$ cat src/rtl/code_lock_fsm.sv
// -----------------------------------------------------------------------------
// code_lock_fsm
//
// Combination-lock controller. Rising edges on the debounced button levels
// are turned into press events. In ENTRY, CODE_LEN events are compared
// against the stored code. A wrong symbol does not end the attempt early, so
// the failing position is never revealed. Consecutive failed attempts are
// counted, and reaching MAX_FAIL starts a timed lockout. Once unlocked, the
// lock relocks by itself after UNLOCK_CYC idle cycles. While unlocked, the
// code can be reprogrammed through a shadow register. A reset restores the
// built-in CODE.
//
// Ports
//   clk        in   system clock
//   RST_BTN    in   synchronous active-high reset
//   btn        in   NUM_BTN debounced button levels, 1 = pressed
//   prog_en    in   level, requests reprogramming while unlocked
//   led        out  1 = unlocked (UNLOCKED or PROGRAM)
//   locked_out out  1 = lockout active, button input ignored
//   bcd        out  entry / programming progress digit
//   fail_cnt   out  consecutive failed attempts
//   mode       out  00 ENTRY, 01 UNLOCKED, 10 LOCKOUT, 11 PROGRAM
// All outputs are registered. A press changes them on the same clock edge
// that samples it.
// -----------------------------------------------------------------------------
module code_lock_fsm #(
    parameter int NUM_BTN     = 4,
    parameter int CODE_LEN    = 4,
    parameter logic [CODE_LEN*((NUM_BTN > 1) ? $clog2(NUM_BTN) : 1)-1:0] CODE = 8'h1B,
    parameter int MAX_FAIL    = 3,
    parameter int LOCKOUT_CYC = 1000,
    parameter int UNLOCK_CYC  = 2000
) (
    input  logic               clk,
    input  logic               RST_BTN,
    input  logic [NUM_BTN-1:0] btn,
    input  logic               prog_en,
    output logic               led,
    output logic               locked_out,
    output logic [3:0]         bcd,
    output logic [3:0]         fail_cnt,
    output logic [1:0]         mode
);

    localparam int SYM_W   = (NUM_BTN > 1) ? $clog2(NUM_BTN) : 1;
    localparam int CW      = CODE_LEN * SYM_W;
    localparam int MAX_CYC = (LOCKOUT_CYC > UNLOCK_CYC) ? LOCKOUT_CYC : UNLOCK_CYC;
    localparam int TMR_W   = $clog2(MAX_CYC + 1);

    typedef enum logic [1:0] {
        ST_ENTRY    = 2'b00,
        ST_UNLOCKED = 2'b01,
        ST_LOCKOUT  = 2'b10,
        ST_PROGRAM  = 2'b11
    } state_t;

    state_t             state_q,    state_d;
    logic [NUM_BTN-1:0] btn_prev_q;
    logic [3:0]         idx_q,      idx_d;
    logic               mism_q,     mism_d;
    logic [TMR_W-1:0]   timer_q,    timer_d;
    logic [3:0]         fail_q,     fail_d;
    logic [CW-1:0]      code_q,     code_d;
    logic [CW-1:0]      shadow_q,   shadow_d;
    logic               led_q,      led_d;
    logic               locked_q,   locked_d;
    logic [3:0]         bcd_q,      bcd_d;

    logic [NUM_BTN-1:0] press_s;
    logic               event_s;
    logic               onehot_s;
    logic [SYM_W-1:0]   sym_s;
    logic [SYM_W-1:0]   code_sym_s;
    logic               last_s;
    logic               sym_ok_s;

    // Bit index of the highest set bit. It is only meaningful for one-hot input.
    function automatic logic [SYM_W-1:0] sym_of(input logic [NUM_BTN-1:0] p);
        logic [SYM_W-1:0] s;
        s = '0;
        for (int i = 0; i < NUM_BTN; i++) begin
            if (p[i]) begin
                s = SYM_W'(i);
            end else begin
                s = s;
            end
        end
        return s;
    endfunction

    // Press detection and symbol decode of the current event.
    always_comb begin
        press_s    = btn & ~btn_prev_q;
        event_s    = |press_s;
        onehot_s   = event_s && ((press_s & (press_s - NUM_BTN'(1))) == '0);
        sym_s      = sym_of(press_s);
        code_sym_s = code_q[int'(idx_q) * SYM_W +: SYM_W];
        last_s     = (idx_q == 4'(CODE_LEN - 1));
        sym_ok_s   = onehot_s && (sym_s == code_sym_s);
    end

    // Next-state and next-output logic for all four modes.
    always_comb begin
        state_d  = state_q;
        idx_d    = idx_q;
        mism_d   = mism_q;
        timer_d  = timer_q;
        fail_d   = fail_q;
        code_d   = code_q;
        shadow_d = shadow_q;
        led_d    = led_q;
        locked_d = locked_q;
        bcd_d    = bcd_q;

        case (state_q)
            ST_ENTRY: begin
                led_d    = 1'b0;
                locked_d = 1'b0;
                timer_d  = '0;
                if (event_s) begin
                    if (last_s) begin
                        idx_d  = 4'd0;
                        bcd_d  = 4'd0;
                        mism_d = 1'b0;
                        // The last symbol is judged together with the
                        // earlier ones, so the attempt passes or fails as one.
                        if (!mism_q && sym_ok_s) begin
                            state_d = ST_UNLOCKED;
                            fail_d  = 4'd0;
                            led_d   = 1'b1;
                        end else if ((fail_q + 4'd1) == 4'(MAX_FAIL)) begin
                            state_d  = ST_LOCKOUT;
                            fail_d   = fail_q + 4'd1;
                            locked_d = 1'b1;
                        end else begin
                            fail_d = fail_q + 4'd1;
                        end
                    end else begin
                        idx_d  = idx_q + 4'd1;
                        bcd_d  = idx_q + 4'd1;
                        mism_d = mism_q | ~sym_ok_s;
                    end
                end else begin
                    idx_d = idx_q;
                end
            end

            ST_UNLOCKED: begin
                led_d    = 1'b1;
                locked_d = 1'b0;
                bcd_d    = 4'd0;
                if (prog_en) begin
                    // prog_en wins over a timeout on the same edge.
                    state_d  = ST_PROGRAM;
                    timer_d  = '0;
                    idx_d    = 4'd0;
                    shadow_d = code_q;
                end else if (event_s) begin
                    timer_d = '0;
                end else if (timer_q == TMR_W'(UNLOCK_CYC - 1)) begin
                    state_d = ST_ENTRY;
                    led_d   = 1'b0;
                    timer_d = '0;
                    idx_d   = 4'd0;
                    mism_d  = 1'b0;
                end else begin
                    timer_d = timer_q + TMR_W'(1);
                end
            end

            ST_PROGRAM: begin
                led_d    = 1'b1;
                locked_d = 1'b0;
                timer_d  = '0;
                if (!prog_en) begin
                    // Abandoned programming leaves code_q untouched.
                    state_d = ST_UNLOCKED;
                    idx_d   = 4'd0;
                    bcd_d   = 4'd0;
                end else if (onehot_s) begin
                    shadow_d[int'(idx_q) * SYM_W +: SYM_W] = sym_s;
                    if (last_s) begin
                        code_d  = shadow_d;
                        state_d = ST_ENTRY;
                        led_d   = 1'b0;
                        fail_d  = 4'd0;
                        idx_d   = 4'd0;
                        bcd_d   = 4'd0;
                        mism_d  = 1'b0;
                    end else begin
                        idx_d = idx_q + 4'd1;
                        bcd_d = idx_q + 4'd1;
                    end
                end else begin
                    idx_d = idx_q;
                end
            end

            ST_LOCKOUT: begin
                led_d    = 1'b0;
                locked_d = 1'b1;
                bcd_d    = 4'd0;
                if (timer_q == TMR_W'(LOCKOUT_CYC - 1)) begin
                    state_d  = ST_ENTRY;
                    locked_d = 1'b0;
                    fail_d   = 4'd0;
                    timer_d  = '0;
                    idx_d    = 4'd0;
                    mism_d   = 1'b0;
                end else begin
                    timer_d = timer_q + TMR_W'(1);
                end
            end

            default: begin
                state_d  = ST_ENTRY;
                idx_d    = 4'd0;
                mism_d   = 1'b0;
                timer_d  = '0;
                fail_d   = 4'd0;
                led_d    = 1'b0;
                locked_d = 1'b0;
                bcd_d    = 4'd0;
            end
        endcase
    end

    // State, datapath and output registers with synchronous reset.
    always_ff @(posedge clk) begin
        if (RST_BTN) begin
            state_q    <= ST_ENTRY;
            // Set to all ones so that a button held through reset is not seen as a press.
            btn_prev_q <= '1;
            idx_q      <= 4'd0;
            mism_q     <= 1'b0;
            timer_q    <= '0;
            fail_q     <= 4'd0;
            code_q     <= CODE;
            shadow_q   <= CODE;
            led_q      <= 1'b0;
            locked_q   <= 1'b0;
            bcd_q      <= 4'd0;
        end else begin
            state_q    <= state_d;
            btn_prev_q <= btn;
            idx_q      <= idx_d;
            mism_q     <= mism_d;
            timer_q    <= timer_d;
            fail_q     <= fail_d;
            code_q     <= code_d;
            shadow_q   <= shadow_d;
            led_q      <= led_d;
            locked_q   <= locked_d;
            bcd_q      <= bcd_d;
        end
    end

    assign led        = led_q;
    assign locked_out = locked_q;
    assign bcd        = bcd_q;
    assign fail_cnt   = fail_q;
    assign mode       = state_q;

endmodule

$ cat config.mk
export PLATFORM = sky130hd
export DESIGN_NAME = code_lock_fsm
export DESIGN_NICKNAME = d
export VERILOG_FILES = /design/src/rtl/code_lock_fsm.sv
export SDC_FILE = /design/constraint.sdc
export NUM_CORES = 1
export LEC_CHECK = 0
export CORE_MARGIN = 2
export CORE_UTILIZATION = 45
export CTS_CLUSTER_SIZE = 28
export DETAILED_ROUTE_END_ITERATION = 6
export DONT_BUFFER_PORTS = 1
export REMOVE_ABC_BUFFERS = 1
export SETUP_SLACK_MARGIN = 0.1
export SLEW_MARGIN = 20
export SYNTH_ARGS = -nofsm -noshare
export SYNTH_HDL_FRONTEND = slang
export SYNTH_SLANG_ARGS = --single-unit
$ cat constraint.sdc
create_clock -name clk -period 8.2 [get_ports clk]
set_input_delay 0 -clock clk [delete_from_list [all_inputs] [get_ports clk]]
set_output_delay 0 -clock clk [all_outputs]
set_load 0.05 [all_outputs]
==> flow_summary.ini, run 1 <==
[clock_tree]
clkTransAtPathRegs_ns = 0.08
cts_tree = built
clk_latency_ns = 0.30
cts_sinks = 48
clk_path_buf_depth = 2
htree_levels = 2
clockRootBuffer = clkbuf_8
numCtsBuffers = 5

[critical_path]
cp_slowest_stage_delay_ns = 0.70
cp.required_ns = 8.45
arrival_ns = 3.39
worstPathCellList = mux4_2 > inv_1 > a2111oi_0 > and2_1 > nand4_1 > a21oi_1 > dlygate4sd3_1
cp_top_family = compound AO/OA/AOI/OAI gates
worstSetupPathType = flip-flop to flip-flop
r2r-start = idx_q[0]$_SDFFE_PP0P_
cp_num_buf_inv = 2
worstSetupEndpointType = flip-flop
startpoint_type = flip-flop
setup.worst_path.start = idx_q[0]$_SDFFE_PP0P_
cp_slowest_cell = dfxtp_1
crit_fanout = 14

[grt]
grt_pass1_wl_um = 10300
grt.overflow.total = 0
grt_use_total_pct = 19.9
grt_max_degree = 39
first_global_vias = 2145
antenna_found_initial = 0

[sta]
setup_viol = 0
max_freq_ghz = 0.318
hold_violations = 0
rsz0062_at_grt = no
finalMaxSlewViolations = 0
tns_ns = 0
max_slew_margin_pct = 43.4
period_share_pct = 38.3
min_period_ns = 3.14
worst_pin_slew_ns = 0.847
finClkSkew_ns = 0.00758

[placed_design]
post-dp-hpwl_um = 4400
place_inst = 380
port_buffers = 0
gp_congestion = 0.891

[detailed_routing]
drt_iter0_drc = 149
detail_route.wl_per_cell_um = 15.8
viasPerCell = 5.83
drt_wl_total_um = 6180
postRouteAntennaNets = 0
drt-pass1-iter-count = 5
drc = 0
vias = 2287

[power_and_ir_drop]
leakagePower_nw = 1.01
vdd_drop_max_v = 0.0000769
power_density_nw_per_um2 = 152

[yosys]
synth_largest_area_cell = dfxtp_1
ys_async_sr_fraction_pct = 0
yosysWarnings = 0
netlist.area_leader.share_pct = 35.5
synth_cell_types = 63
synth_ff_type = dfxtp_1
synth_edf_count = 0
ys_ff_latch = 48
syn_inst = 321
yosys-top-cells-area = dfxtp_1 36%, nor2_1 5.3%, mux2i_1 3.7%
synth_area_um2 = 2710
ys_seq_area_share_pct = 35.5
avgSynthCellArea_um2 = 8.43

[layout]
nNetsFinal = 332
final_cells = 392
antenna_cells = 0
syn_to_final_growth_pct = 6.80
drive_gt1_share_pct = 7.89

[floorplanning]
initial_core_util_pct = 46.2
die_x_um = 81.5
io_pins = 19
die_area_um2 = 6650
core_um2 = 5850
chipHeight_um = 81.5
rows = 28

[hold_path]
hold_class = input port to flip-flop
min_from = prog_en

[run_status]
status = finished, final reports clean

[run]
max_cap_violations = 0
## worst reg2reg max path: stages (launching register included)
cell and delay (ns):
dfxtp_1 0.70, mux4_2 0.38, inv_1 0.04, a2111oi_0 0.69, and2_1 0.40, nand4_1 0.16, a21oi_1 0.17, dlygate4sd3_1 0.55
## cell usage in the layout, fill, tap and decap left out, types with 5 or more instances in the layout
| cell type | netlist | layout |
|---|---|---|
| nand2b_1 | 8 | 8 |
| a31oi_1 | 6 | 6 |
| xor2_1 | 10 | 10 |
| a211o_1 | 6 | 6 |
| and3_1 | 6 | 6 |
| xnor2_1 | 5 | 5 |
| inv_1 | 9 | 9 |
| nand2_1 | 24 | 24 |
| nor2_1 | 38 | 38 |
| or2_2 | 7 | 7 |
| dfxtp_1 | 48 | 48 |
| a211oi_1 | 8 | 8 |
| clkbuf_8 | 0 | 5 |
| ha_1 | 6 | 6 |
| o21ai_1 | 5 | 5 |
| a21oi_1 | 16 | 16 |
| o21ai_0 | 7 | 7 |
| mux2i_1 | 10 | 10 |
| nand4_1 | 8 | 8 |
| nor3_1 | 6 | 6 |
| dlygate4sd3_1 | 0 | 6 |
| nand3_1 | 11 | 11 |
## cells by family (layout without fill, tap and decap cells)
kind of cell,after synthesis,count (layout),share of synthesized area [%]
AOI/OAI and AO/OA,77,77,21.0
DFF,48,48,35.5
and+or+nand+nor,136,136,26.4
buffers and inverters,26,22,3.70
adders and majority gates,6,6,2.78
xor gates and xnor gates,15,15,4.86
muxes,13,13,5.78
## through the flow
stage / power (mW) / instance area [um^2] / worst slack (ns) / util (%) / hold slack (ns)
2_1_floorplan: 0.297 / 2640 / 5.46 / - / 0.0691
3_3_place_gp: 0.307 / 2740 / 5.26 / 46.8 / 0.0771
3_5_place_dp: 0.308 / 2740 / 5.18 / 46.8 / 0.0792
4_1_cts: 0.443 / 2890 / 5.08 / 49.4 / 0.0479
5_1_grt: 0.458 / 2890 / 4.81 / 49.4 / 0.0846
6_report: 0.439 / 2890 / 5.06 / 49.4 / 0.0576
## power breakdown
group	total (mW)	internal [mW]	switching (mW)
clock	0.130	0.0552	0.0745
combinational	0.0593	0.0253	0.0341
sequential	0.250	0.237	0.0122
## flip-flops by register name, indices dropped and copies added (netlist names)
register	count
bcd	4
btn_prev_q	4
code_q	8
fail_cnt	4
idx_q	4
led	1
locked_out	1
mism_q	1
mode	2
shadow_q	8
timer_q	11
## final timing paths
path                                 to  slack [ns]  depth (start not counted)
hold reg to reg   timer_q[0]$_SDFF_PP0_        0.44                          1
hold / removal     mode[0]$_SDFFE_PP0P_        0.06                          3
setup / recovery         led$_SDFF_PP0_        5.06                          7
setup reg to reg         led$_SDFF_PP0_        5.06                          7
## synthesized netlist by cell type (6+ instances only)
master    instances
a211o_1           6
a211oi_1          8
a21oi_1          16
a31oi_1           6
and3_1            6
clkbuf_1         14
dfxtp_1          48
ha_1              6
inv_1             9
mux2i_1          10
nand2_1          24
nand2b_1          8
nand3_1          11
nand4_1           8
nor2_1           38
nor3_1            6
o21ai_0           7
or2_2             7
xor2_1           10
## per-layer routing
metal	vias up	GRT usage [%]	share of wire [%]
met1	1085	26.2	47
li1	1163	-	-
met2	34	33.4	48
met3	5	3.63	3.4
met4	0	5.08	0.78
met5	-	0	0
## layout make-up
type	instances	area [um^2]
multi-input cells	247	1640
flip-flops and latches	48	961
well taps	75	93.8
inverters	9	33.8
fillers	589	2960
clock buffers	5	68.8
repair buffers	8	87.6
## repair_timing
| item | in CTS | in global routing |
|---|---|---|
| setup buffers | 0 | 0 |
| hold buffers | 7 | 0 |
| gates resized for setup | 0 | 0 |
| endpoints found under the hold margin | 37 | 0 |
(Power assumes the default switching activity.)
==> run 2: changes to the inputs <==
Clock period 8.2 ns to 2.9 ns, I/O delays scaled along.
==> run 2 against run 1 <==
  * Die area unchanged
  * Worst hold slack got worse by 0.016 ns
  * Clock skew increased by 0.0054 ns
  * Largest power group unchanged
==> flow_summary.ini, run 2 (same netlist as run 1, synthesis figures left out) <==
[layout]
drive_gt1_share_pct = 11.3
final_common_cell = dfxtp_1
utilization_pct = 51.1
largest_register_ffs = 11
top_register = timer_q
regArea_um2 = 961
top_regs = timer_q: 11 flops, code_q: 8 flops, shadow_q: 8 flops
antenna_cells = 0
nNetsFinal = 340
fill_cells = 562
mostFrequentLayoutCells = 48 x dfxtp_1, 38 x nor2_1, 24 x nand2_1
multi_input_area_um2 = 1660
syn_to_final_growth_pct = 10.5

[critical_path]
worstSetupEndpointType = flip-flop
startpoint_type = flip-flop
cp.required_ns = 3.14
worstRegToRegCells = 8
crit_fanout = 5
r2r_end = shadow_q[5]$_SDFFE_PP0P_
setup.worst_path.start = idx_q[2]$_SDFFE_PP0P_
arrival_ns = 2.97
rrSetupSlack_ns = 0.17
cp_slowest_stage_delay_ns = 0.48
worstPathCellList = or3_1 > ha_1 > nor4b_2 > nand2_1 > a2111oi_4 > mux2i_1 > or4_1 > o21ai_1
worstSetupPathType = flip-flop to flip-flop
r2r-start = idx_q[2]$_SDFFE_PP0P_
cp_slowest_cell = or4_1

[grt]
first_global_vias = 2080
grt.overflow.total = 0
antenna_found_initial = 0
grt_max_degree = 39
grt_pass1_wl_um = 10200
grt_use_total_pct = 19.8

[run]
max_cap_violations = 0

[detailed_routing]
postRouteAntennaNets = 0
top_layer = met4
detail_route.wl_per_cell_um = 15.8
viasPerCell = 5.86
drc = 0
wl_met2_um = 2980
drt_wl_total_um = 6360
dr_wl_met3_um = 192
drt-pass1-iter-count = 4
met1Wirelength_um = 3100
drt_iter0_drc = 118
vias = 2361

[floorplanning]
initial_core_util_pct = 46.2
io_pins = 19
die_x_um = 81.5
die_area_um2 = 6650
rows = 28
chipHeight_um = 81.5
core_um2 = 5850

[placed_design]
port_buffers = 0
gp_congestion = 0.833
post-dp-hpwl_um = 4530

[power_and_ir_drop]
internal_power_mw = 0.950
power_density_nw_per_um2 = 443
switching_share_pct = 28.2
p_clk_share_pct = 32.3
leakagePower_nw = 1.07
comb_power_share_pct = 15.2
vdd_drop_max_v = 0.000176
p_switching_mw = 0.373
p_seq_share_pct = 52.5

[sta]
worst_pin_slew_ns = 0.701
min_period_ns = 2.73
rsz0062_at_grt = no
hold_violations = 0
period_share_pct = 94.1
finalMaxSlewViolations = 0
tns_ns = 0
setup_viol = 0
max_slew_margin_pct = 52.1
max_freq_ghz = 0.366
finClkSkew_ns = 0.0129

[clock_tree]
clockRootBuffer = clkbuf_8
clkTransAtPathRegs_ns = 0.10
numCtsBuffers = 5
htree_levels = 2
cts_sinks = 48
clk_latency_ns = 0.31
cts_tree = built
clk_path_buf_depth = 2

[hold_path]
min_to = shadow_q[5]$_SDFFE_PP0P_
min_from = prog_en
hold_class = input port to flip-flop
whs_path_depth = 3

[run_status]
status = finished, final reports clean
[run 2: changes by cell type in the layout (fill, tap and decap cells not counted), sizes merged]
cell and change:
dlygate4sd3 -1, buf +9, clkinvlp +1, clkbuf +2
[run 2: timing repair]
item	CTS	global route
setup endpoints to repair	0	5
hold buffers	6	0
endpoints found under the hold margin	37	0
buffers inserted	0	0
gates resized for setup	0	2
[run 2: area by class of cell]
cell class                 count  share of cell area, %
multi-input combinational    247                   55.6
sequential                    48                   32.1
tap                           75                   3.14
clock buffer                   7                   2.89
clock inverter                 1                  0.251
inverter                       9                   1.13
timing repair buffer          16                   4.85
[run 2: worst max-delay path by stage]
stage | depth (start not counted) | slack (ns) | to
after CTS | 8 | 0.17 | shadow_q[1]$_SDFFE_PP1P_
after floorplan | 8 | 0.16 | shadow_q[1]$_SDFFE_PP1P_
after global placement | 8 | 0.24 | shadow_q[1]$_SDFFE_PP1P_
final | 8 | 0.17 | shadow_q[5]$_SDFFE_PP0P_
after detailed placement | 8 | 0.19 | shadow_q[1]$_SDFFE_PP1P_
after global routing | 8 | 0.06 | shadow_q[1]$_SDFFE_PP1P_
[run 2: critical path: cells and delay by family, from the launching register on]
kind                       cells  cell delay, ns
AOI/OAI and AO/OA              2            0.50
adders and majority gates      1            0.35
DFF                            1            0.32
muxes                          1            0.15
and+or+nand+nor                4            1.34
[run 2: stage by stage]
stage               setup slack, ns  hold WS (ns)  instance area [um^2]  power [mW]  instances
detailed placement            0.189        0.0804                  2810       0.881        389
finish                        0.170        0.0418                  2990        1.32        403
CTS                           0.170        0.0349                  2970        1.32        403
global route                 0.0648        0.0443                  2990        1.38        403
floorplan                     0.157        0.0691                  2640       0.839        304
global placement              0.240        0.0787                  2810       0.878        389
[run 2: power by group through the flow]
| stage | sequential [mW] | clock, mW | combinational (mW) |
|---|---|---|---|
| floorplan | 0.717 | 0 | 0.122 |
| global placement | 0.710 | 0 | 0.167 |
| detailed placement | 0.710 | 0 | 0.170 |
| CTS | 0.695 | 0.441 | 0.187 |
| global route | 0.697 | 0.459 | 0.219 |
| finish | 0.695 | 0.428 | 0.201 |
[run 2: per-layer routing]
metal,GRT usage (%),up-vias
met5,0,-
met4,6.10,0
met3,4.51,12
met2,32.1,30
met1,26.1,1138
li1,-,1181
==> run 3: changes to the inputs <==
==> constraint.sdc (replaced) <==
create_clock -name clk -period 2.9 [get_ports clk]
set_input_delay 0.58 -clock clk [delete_from_list [all_inputs] [get_ports clk]]
set_output_delay 0.58 -clock clk [all_outputs]
set_load 0.05 [all_outputs]
==> run 3 against run 2 <==
  * Register-to-register slack better by 0.02 ns
  * Worst setup slack better by 0.015 ns
  * Non-clock buffer count is 4 lower
  * Combinational power is 9% lower
  * First-iteration DRC count is 43% higher
  * Utilization is 1.2 points lower
  * Critical path type unchanged
==> flow_summary.ini, run 3 (same netlist as run 1, synthesis figures left out) <==
[critical_path]
worstSetupPathType = flip-flop to flip-flop
startpoint_type = flip-flop
worstSetupEndpointType = flip-flop
r2r-start = idx_q[2]$_SDFFE_PP0P_
crit_fanout = 5
r2r_end = shadow_q[4]$_SDFFE_PP1P_
worstRegToRegCells = 8
cp.required_ns = 3.10
rrSetupSlack_ns = 0.19
arrival_ns = 2.91

[layout]
final_common_cell = dfxtp_1
drive_gt1_share_pct = 11.7
regArea_um2 = 961
top_register = timer_q
antenna_cells = 0
largest_register_ffs = 11
top_regs = timer_q: 11 flops, code_q: 8 flops, shadow_q: 8 flops
final_cells = 399
fill_cells = 573
finalInstanceArea_um2 = 2920
syn_to_final_growth_pct = 8.05
nNetsFinal = 336
mostFrequentLayoutCells = 48 x dfxtp_1, 38 x nor2_1, 24 x nand2_1
multi_input_area_um2 = 1660

[floorplanning]
die_x_um = 81.5
initial_core_util_pct = 46.2
core_um2 = 5850
rows = 28
io_pins = 19
die_area_um2 = 6650
chipHeight_um = 81.5

[power_and_ir_drop]
p_seq_share_pct = 54.3
p_clk_share_pct = 31.4
comb_power_share_pct = 14.2
power_density_nw_per_um2 = 437
internal_power_mw = 0.918
leakagePower_nw = 1.05
vdd_drop_max_v = 0.000192
p_switching_mw = 0.361
switching_share_pct = 28.2

[detailed_routing]
drt_iter0_drc = 169
viasPerCell = 5.82
vias = 2321
postRouteAntennaNets = 0
drt-pass1-iter-count = 4
detail_route.wl_per_cell_um = 15.6
drc = 0
drt_wl_total_um = 6220

[sta]
period_share_pct = 93.6
fin_ws_ns = 0.185
setup_viol = 0
worst_pin_slew_ns = 0.679
max_slew_margin_pct = 54.7
tns_ns = 0
max_freq_ghz = 0.368
finalMaxSlewViolations = 0
hold_violations = 0
rsz0062_at_grt = no
min_period_ns = 2.71
finClkSkew_ns = 0.0128

[hold_path]
hold_class = input port to flip-flop
min_to = shadow_q[6]$_SDFFE_PP0P_
whs_path_depth = 1
min_from = RST_BTN

[grt]
grt.overflow.total = 0
antenna_found_initial = 0
grt_max_degree = 39
grt_use_total_pct = 20.0
first_global_vias = 2091
grt_pass1_wl_um = 10200

[clock_tree]
cts_tree = built
numCtsBuffers = 5
clockRootBuffer = clkbuf_8
clk_latency_ns = 0.31
clk_path_buf_depth = 2
cts_sinks = 48
htree_levels = 2
ctsHoldBuffers = 0
clkTransAtPathRegs_ns = 0.09

[placed_design]
gp_congestion = 0.830
dpl_cell_area_um2 = 2820
place_ws_ns = 0.168
place_inst = 390
port_buffers = 0
post-dp-hpwl_um = 4450

[run_status]
status = finished, final reports clean

[run]
max_cap_violations = 0
run 3: area by class of cell:
type	instances	share of cell area [%]
flip-flops and latches	48	32.9
well taps	75	3.21
inverters	9	1.16
clock buffers	5	2.35
repair buffers	12	3.08
clock inverters	3	0.642
multi-input cells	247	56.7
run 3: per-layer routing:
metal	vias to the layer above	GRT usage, %	share of wire, %
met5	-	0	0
met4	0	7.29	2.0
met3	11	4.95	5.3
met2	47	32.0	46
met1	1083	26.0	46
li1	1180	-	-
run 3: power by group through the flow:
stage          sequential [mW]  combinational [mW]  clock [mW]
2_1_floorplan            0.717               0.122           0
3_5_place_dp             0.710               0.172           0
5_1_grt                  0.697               0.200       0.442
6_report                 0.695               0.182       0.402
4_1_cts                  0.695               0.173       0.419
3_3_place_gp             0.710               0.169           0
run 3: per-stage QoR:
step,hold WS [ns],util [%],power (mW)
floorplan,0.413,-,0.839
global placement,0.430,48.1,0.879
detailed placement,0.431,48.1,0.882
CTS,0.322,49.6,1.29
global route,0.320,50.0,1.34
finish,0.342,50.0,1.28
run 3: timing repair:
action | CTS | global route
setup buffers | 0 | 1
resized for setup | 0 | 1
endpoints found under the setup margin | 0 | 5
run 3: how the worst max path moves through the flow:
stage / startpoint / endpoint / cells past startpoint
after global placement: idx_q[2]$_SDFFE_PP0P_ / shadow_q[1]$_SDFFE_PP1P_ / 8
after global routing: idx_q[2]$_SDFFE_PP0P_ / shadow_q[4]$_SDFFE_PP1P_ / 8
after detailed placement: idx_q[2]$_SDFFE_PP0P_ / shadow_q[1]$_SDFFE_PP1P_ / 8
after CTS: idx_q[2]$_SDFFE_PP0P_ / shadow_q[1]$_SDFFE_PP1P_ / 8
after floorplan: idx_q[0]$_SDFFE_PP0P_ / shadow_q[1]$_SDFFE_PP1P_ / 8
final: idx_q[2]$_SDFFE_PP0P_ / shadow_q[4]$_SDFFE_PP1P_ / 8
run 3: worst max-delay path: stages (launching register included):
cell and delay [ns]:
dfxtp_1 0.32, or3_1 0.37, ha_1 0.34, nor4b_1 0.26, nand2_1 0.19, a2111oi_4 0.43, mux2i_1 0.29, a211oi_1 0.12
a211o_1 0.30
